`src/rtl/snake_dir_ctrl.sv`:
```
// snake_dir_ctrl: turns four debounced direction buttons into the snake heading.
// Press edges are filtered (no reversal, no repeat), queued in a small
// circular FIFO, and applied one per game_tick.
// Optional macro SNAKE_DIR_TURN_COUNT_EN adds a saturating 16-bit turn counter.
module snake_dir_ctrl #(
    parameter int         QDEPTH   = 2,
    parameter logic [1:0] INIT_DIR = 2'b00
) (
    input  logic        clk,
    input  logic        reset,
    input  logic        btn_up,
    input  logic        btn_down,
    input  logic        btn_left,
    input  logic        btn_right,
    input  logic        en,
    input  logic        game_tick,
    output logic [1:0]  dir,
    output logic        dir_changed,
    output logic        drop,
    output logic        q_full
`ifdef SNAKE_DIR_TURN_COUNT_EN
    ,
    output logic [15:0] turn_count
`endif
);

    localparam logic [0:0] IDLE = 1'b0;
    localparam logic [0:0] RUN  = 1'b1;

    localparam logic [1:0] D_RIGHT = 2'b00;
    localparam logic [1:0] D_UP    = 2'b01;
    localparam logic [1:0] D_LEFT  = 2'b10;
    localparam logic [1:0] D_DOWN  = 2'b11;

    localparam logic [1:0] LAST_IDX = 2'(QDEPTH - 1);
    localparam logic [2:0] DEPTH    = 3'(QDEPTH);

    // Circular pointer advance, wrapping at the configured depth.
    function automatic logic [1:0] ptr_inc(input logic [1:0] p);
        return (p == LAST_IDX) ? 2'd0 : p + 2'd1;
    endfunction

    logic [0:0]      state_q, state_d;
    logic [3:0]      prev_q, prev_d;
    logic [1:0]      dir_q, dir_d;
    logic            dir_changed_q, dir_changed_d;
    logic            drop_q, drop_d;
    logic            q_full_q, q_full_d;
    logic [3:0][1:0] mem_q, mem_d;
    logic [1:0]      head_q, head_d;
    logic [1:0]      tail_q, tail_d;
    logic [2:0]      count_q, count_d;
    logic [15:0]     tc_q, tc_d;

    logic [3:0] btns;
    logic [3:0] press;
    logic       cand_vld;
    logic [1:0] cand_dir;
    logic [1:0] ref_dir;
    logic [1:0] last_idx;
    logic       pop;
    logic       push;

    assign btns  = {btn_up, btn_down, btn_left, btn_right};
    assign press = btns & ~prev_q;

    // Fixed-priority pick of one candidate per cycle: UP > DOWN > LEFT > RIGHT.
    always_comb begin
        cand_vld = 1'b1;
        cand_dir = D_RIGHT;
        if (press[3])      cand_dir = D_UP;
        else if (press[2]) cand_dir = D_DOWN;
        else if (press[1]) cand_dir = D_LEFT;
        else if (press[0]) cand_dir = D_RIGHT;
        else               cand_vld = 1'b0;
    end

    // Legality is judged against the newest queued turn, or the live heading
    // when nothing is pending; the tail counts even if it is popped this cycle.
    always_comb begin
        last_idx = (tail_q == 2'd0) ? LAST_IDX : tail_q - 2'd1;
        ref_dir  = (count_q != 3'd0) ? mem_q[last_idx] : dir_q;
        pop      = (state_q == RUN) && en && game_tick && (count_q != 3'd0);
        push     = (state_q == RUN) && en && cand_vld &&
                   (cand_dir != ref_dir) && (cand_dir != (ref_dir ^ 2'b10)) &&
                   ((count_q < DEPTH) || pop);
    end

    // Next-state logic for the run/idle control, queue and heading.
    always_comb begin
        state_d       = state_q;
        prev_d        = btns;
        dir_d         = dir_q;
        dir_changed_d = 1'b0;
        drop_d        = 1'b0;
        mem_d         = mem_q;
        head_d        = head_q;
        tail_d        = tail_q;
        count_d       = count_q;
        tc_d          = tc_q;
        case (state_q)
            IDLE: begin
                if (en) begin
                    state_d       = RUN;
                    dir_d         = INIT_DIR;
                    dir_changed_d = (dir_q != INIT_DIR);
                    head_d        = 2'd0;
                    tail_d        = 2'd0;
                    count_d       = 3'd0;
                    tc_d          = 16'd0;
                end
            end
            default: begin
                if (!en) begin
                    state_d = IDLE;
                    head_d  = 2'd0;
                    tail_d  = 2'd0;
                    count_d = 3'd0;
                end else begin
                    if (pop) begin
                        dir_d         = mem_q[head_q];
                        dir_changed_d = (mem_q[head_q] != dir_q);
                        head_d        = ptr_inc(head_q);
                        if ((mem_q[head_q] != dir_q) && (tc_q != 16'hFFFF))
                            tc_d = tc_q + 16'd1;
                    end
                    if (push) begin
                        mem_d[tail_q] = cand_dir;
                        tail_d        = ptr_inc(tail_q);
                    end else if (cand_vld) begin
                        drop_d = 1'b1;
                    end
                    count_d = count_q + {2'b00, push} - {2'b00, pop};
                end
            end
        endcase
        q_full_d = (count_d == DEPTH);
    end

    // Register all state; async reset returns to a clean, idle game.
    always_ff @(posedge clk or posedge reset) begin
        if (reset) begin
            state_q       <= IDLE;
            prev_q        <= 4'b1111;
            dir_q         <= INIT_DIR;
            dir_changed_q <= 1'b0;
            drop_q        <= 1'b0;
            q_full_q      <= 1'b0;
            mem_q         <= '0;
            head_q        <= 2'd0;
            tail_q        <= 2'd0;
            count_q       <= 3'd0;
            tc_q          <= 16'd0;
        end else begin
            state_q       <= state_d;
            prev_q        <= prev_d;
            dir_q         <= dir_d;
            dir_changed_q <= dir_changed_d;
            drop_q        <= drop_d;
            q_full_q      <= q_full_d;
            mem_q         <= mem_d;
            head_q        <= head_d;
            tail_q        <= tail_d;
            count_q       <= count_d;
            tc_q          <= tc_d;
        end
    end

    assign dir         = dir_q;
    assign dir_changed = dir_changed_q;
    assign drop        = drop_q;
    assign q_full      = q_full_q;

`ifdef SNAKE_DIR_TURN_COUNT_EN
    assign turn_count = tc_q;
`else
    logic unused_tc;
    assign unused_tc = ^tc_q;
`endif

endmodule

```
`config.mk`:
```
export PLATFORM = sky130hd
export DESIGN_NAME = snake_dir_ctrl
export DESIGN_NICKNAME = d
export VERILOG_FILES = /design/src/rtl/snake_dir_ctrl.sv
export SDC_FILE = /design/constraint.sdc
export NUM_CORES = 1
export LEC_CHECK = 0
export CAP_MARGIN = 10
export CORE_ASPECT_RATIO = 1.5
export CORE_UTILIZATION = 58
export CTS_BUF_LIST = sky130_fd_sc_hd__clkbuf_4 sky130_fd_sc_hd__clkbuf_8
export CTS_CLUSTER_DIAMETER = 200
export DETAILED_ROUTE_END_ITERATION = 10
export MAX_ROUTING_LAYER = met4
export PLACE_DENSITY_LB_ADDON = 0.25
export SYNTH_ARGS = -nofsm -noshare
export SYNTH_HDL_FRONTEND = slang
export SYNTH_SLANG_ARGS = --single-unit
```
`constraint.sdc`:
```
create_clock -name clk -period 3.5 [get_ports clk]
set_input_delay 0.7 -clock clk [delete_from_list [all_inputs] [get_ports clk]]
set_output_delay 0.7 -clock clk [all_outputs]
set_load 0.005 [all_outputs]
```
==> impl_metrics.py <==
metrics = {
    "outcome": {
        "outcome": "complete, no violations",
    },
    "clock_network": {
        "cts_sinks": 25,
        "cts_htree_levels": 1,
        "ctsRootBufferMaster": "sky130_fd_sc_hd__clkbuf_4",
        "cts-root-to-sink-buffers": 2,
        "insertion_delay_ns": 0.31,
        "tritoncts": "done",
        "numCtsBuffers": 3,
        "cts.reportedPaths.clkPinSlew_ns": 0.13,
        "post_cts_resize_count": 0,
        "cts_post_setup_buffers_inserted": 0,
        "cts-hold-fix-buffers": 0,
    },
    "detailed_routing": {
        "wl_um": 2340,
        "via_count": 925,
        "route.detailed.vias_per_inst": 6.13,
        "detail_route.first_pass.iterations": 4,
        "route.detailed.wl_per_inst_um": 15.5,
        "detail_route.drc_violations": 0,
        "detail-route-antenna-nets": 0,
        "dr.first_iter.drc_count": 22,
    },
    "synth": {
        "synth_fp_nets": 121,
        "yosysWarningCount": 0,
        "mappedNetlistArea_mm2": 0.00127,
        "yosysUniqueCellTypes": 35,
        "synth_cells": 109,
        "yosys.area.top_type_share_pct": 41.3,
        "post-synth-top-area-cell": "sky130_fd_sc_hd__dfrtp_1",
        "ys.flop_type": "sky130_fd_sc_hd__dfrtp_1",
        "synth-edff-count": 0,
        "synthArstFlopShare_pct": 100,
        "synth_top_cells_by_area": "sky130_fd_sc_hd__dfrtp_1 (41%), sky130_fd_sc_hd__dfstp_2 (8.3%), sky130_fd_sc_hd__mux2_2 (7.1%)",
        "synth.avg_cell_area_um2": 11.7,
        "ys_seq_elements": 25,
        "synth-seq-area-share_pct": 49.6,
    },
    "timing": {
        "min_period_over_period_pct": 88.7,
        "finalSetupViolCount": 0,
        "achievable-frequency_mhz": 322,
        "min_period_ns": 3.10,
        "measured_slew_at_the_worst_slew_check_pin_ns": 0.897,
        "hold_viol_final": 0,
        "rsz0062_at_grt": "no",
        "worst_slew_margin_rel_pct": 40.1,
        "timing_max_transition_violations_final": 0,
        "final.hold.worst_slack_ns": 0.523,
        "finalSetupTns_ns": 0,
        "final.setup_skew_ns": 0.0140,
    },
    "floorplanning": {
        "die_width_um": 40.2,
        "floorplan.die.height_um": 59.3,
        "site_row_count": 20,
        "dieArea_mm2": 0.00239,
        "core_region_area_mm2": 0.00205,
        "ioPinCount": 13,
        "initial_core_util_pct": 62.0,
    },
    "global_route": {
        "antenna_found_initial": 0,
        "vias_in_the_first_global_route": 875,
        "grt_max_degree": 26,
        "global_route.usage.total_pct": 23.1,
        "wire_length_of_the_first_global_routing_pass_um": 3700,
        "grt_overflow": 0,
    },
    "final_layout": {
        "n_diodes": 0,
        "final_layout_size_suffix_gt1_share_pct": 20.2,
        "layout.nets": 142,
        "area_delta_synth_final_pct": 16.8,
    },
    "power": {
        "power.switching_uw": 174,
        "clkPwrFrac_pct": 20.2,
        "intPower_uw": 462,
        "power.static_leakage_uw": 0.000647,
        "fin_total_pwr_uw": 637,
        "power_switching_share_pct": 27.4,
        "combinational_fraction_of_design_power_pct": 24.9,
        "seq_power_share_pct": 54.9,
        "cellPowerDensity_mw_per_mm2": 429,
        "vdd_drop_max_mv": 0.336,
    },
    "worst_setup_path": {
        "worst-endpoint-required_ns": 3.72,
        "startpoint_type": "input pin",
        "worstReg2RegEnd": "q_full",
        "r2r_cells": 11,
        "cp-startpoint": "btn_right",
        "cp-endpoint": "q_full",
        "worstPathMaxFanout": 2,
        "timing.critical_path.arrival_ns": 3.32,
        "category_of_the_worst_setup_path_capture_point": "flip-flop",
        "regToRegSetupSlack_ns": 0.53,
        "rr_startpoint": "count_q[1]",
        "setup.worst_path.class": "in2reg",
    },
    "hold_path": {
        "min_path_type": "reg2reg",
    },
    "place": {
        "placement.io_buffers": 12,
        "dp.final_hpwl_um": 1830,
        "finalWeightedCongestion": 0.844,
    },
    "job": {
        "max_cap_violations": 0,
    },
}
layout by cell type (no fill, tap or decap):
cell | netlist | routed
sky130_fd_sc_hd__a2111oi_4 | 1 | 1
sky130_fd_sc_hd__a211o_1 | 1 | 1
sky130_fd_sc_hd__a21oi_1 | 1 | 1
sky130_fd_sc_hd__a221o_1 | 1 | 1
sky130_fd_sc_hd__a221oi_1 | 1 | 1
sky130_fd_sc_hd__a22o_1 | 6 | 6
sky130_fd_sc_hd__a2bb2oi_1 | 1 | 1
sky130_fd_sc_hd__a31oi_1 | 1 | 1
sky130_fd_sc_hd__and2_0 | 1 | 1
sky130_fd_sc_hd__and3_1 | 1 | 1
sky130_fd_sc_hd__buf_4 | 0 | 6
sky130_fd_sc_hd__clkbuf_4 | 0 | 4
sky130_fd_sc_hd__clkdlybuf4s50_1 | 0 | 12
sky130_fd_sc_hd__dfrtp_1 | 21 | 21
sky130_fd_sc_hd__dfstp_2 | 4 | 4
sky130_fd_sc_hd__fa_1 | 1 | 1
sky130_fd_sc_hd__ha_1 | 3 | 3
sky130_fd_sc_hd__inv_1 | 8 | 8
sky130_fd_sc_hd__mux2_2 | 8 | 8
sky130_fd_sc_hd__mux2i_1 | 1 | 1
sky130_fd_sc_hd__mux4_2 | 2 | 2
sky130_fd_sc_hd__nand2_1 | 5 | 5
sky130_fd_sc_hd__nand2b_1 | 3 | 3
sky130_fd_sc_hd__nor2_1 | 8 | 8
sky130_fd_sc_hd__nor3_1 | 3 | 3
sky130_fd_sc_hd__nor3b_1 | 3 | 3
sky130_fd_sc_hd__nor4bb_1 | 1 | 1
sky130_fd_sc_hd__o2111a_1 | 1 | 1
sky130_fd_sc_hd__o2111ai_1 | 1 | 1
sky130_fd_sc_hd__o21a_1 | 3 | 3
sky130_fd_sc_hd__o21ai_0 | 10 | 10
sky130_fd_sc_hd__o21ai_1 | 1 | 1
sky130_fd_sc_hd__o221a_2 | 1 | 1
sky130_fd_sc_hd__o31a_1 | 1 | 1
sky130_fd_sc_hd__xnor2_1 | 2 | 2
sky130_fd_sc_hd__xor2_1 | 1 | 1
area by class of cell:
cell class                 count  area (um2)
clock buffer                   4        30.0
fill                         153         567
inverter                       8        30.0
tap                           22        27.5
sequential                    25         631
multi-input combinational     74         602
timing repair buffer          18         165
synth_stat cells, types with 2 or more instances:
master	number
sky130_fd_sc_hd__nor3b_1	3
sky130_fd_sc_hd__nand2b_1	3
sky130_fd_sc_hd__ha_1	3
sky130_fd_sc_hd__o21ai_0	10
sky130_fd_sc_hd__dfstp_2	4
sky130_fd_sc_hd__a22o_1	6
sky130_fd_sc_hd__dfrtp_1	21
sky130_fd_sc_hd__xnor2_1	2
sky130_fd_sc_hd__mux2_2	8
sky130_fd_sc_hd__nor3_1	3
sky130_fd_sc_hd__mux4_2	2
sky130_fd_sc_hd__inv_1	8
sky130_fd_sc_hd__o21a_1	3
sky130_fd_sc_hd__nor2_1	8
sky130_fd_sc_hd__nand2_1	5
power by group through the flow:
| stage | Sequential [uW] | Clock [uW] | Combinational (uW) |
|---|---|---|---|
| 2_1_floorplan | 345 | 0 | 109 |
| 3_3_place_gp | 353 | 0 | 155 |
| 3_5_place_dp | 354 | 0 | 159 |
| 4_1_cts | 349 | 134 | 159 |
| 5_1_grt | 354 | 144 | 174 |
| 6_report | 349 | 129 | 158 |
flip-flops by register name, indices dropped and copies added, names as in the netlist:
name and cells:
mem_q 8, prev_q 4, count_q 3, dir 2, head_q 2, tail_q 2
dir_changed 1, drop 1, q_full 1, state_q 1
kinds of logic (layout without fill, tap and decap cells):
group                    after synthesis  after routing  share of synthesized area (%)
multiplexers                          11             11                           11.4
buffers and inverters                 10             30                           3.05
AO/OA/AOI/OAI                         31             31                           19.3
AND/OR/NAND/NOR                       25             25                           10.0
adder cells (fa/ha/maj)                4              4                           4.53
XOR/XNOR                               3              3                           2.07
flip-flops                            25             25                           49.6
layer usage:
metal / vias up / wire length, um / track usage [%]
met2: 13 / 1300 / 41.7
li1: 443 / - / -
met3: 2 / 41 / 2.26
met1: 467 / 989 / 25.3
met5: - / 0 / -
met4: 0 / 12 / 7.14
stage by stage:
stage          std cells  instance area [um2]  setup slack [ns]  util [%]
6_report             151                 1490             0.397      72.4
5_1_grt              151                 1490             0.279      72.4
4_1_cts              151                 1490             0.428      72.4
3_5_place_dp         147                 1460            0.0896      70.9
3_3_place_gp         147                 1460             0.187      70.9
2_1_floorplan        109                 1270             0.598         -
how the worst min path moves through the flow:
stage / start / end / slack (ns) / depth (start not counted)
CTS: mem_q[1] / mem_q[1] / 0.53 / 1
finish: mem_q[6] / mem_q[6] / 0.52 / 1
global route: mem_q[7] / mem_q[7] / 0.54 / 1
global placement: mem_q[6] / mem_q[6] / 0.49 / 1
detailed placement: mem_q[1] / mem_q[1] / 0.50 / 1
floorplan: mem_q[5] / mem_q[5] / 0.47 / 1
critical path, stage by stage:
cell,delay [ns]
sky130_fd_sc_hd__clkdlybuf4s50_1,0.49
sky130_fd_sc_hd__inv_1,0.05
sky130_fd_sc_hd__o21a_1,0.21
sky130_fd_sc_hd__a2111oi_4,0.35
sky130_fd_sc_hd__o21ai_0,0.14
sky130_fd_sc_hd__ha_1,0.28
sky130_fd_sc_hd__inv_1,0.04
sky130_fd_sc_hd__ha_1,0.18
sky130_fd_sc_hd__fa_1,0.38
sky130_fd_sc_hd__xor2_1,0.13
sky130_fd_sc_hd__o21ai_0,0.11
sky130_fd_sc_hd__nor3b_1,0.26
(Power assumes the default switching activity.)
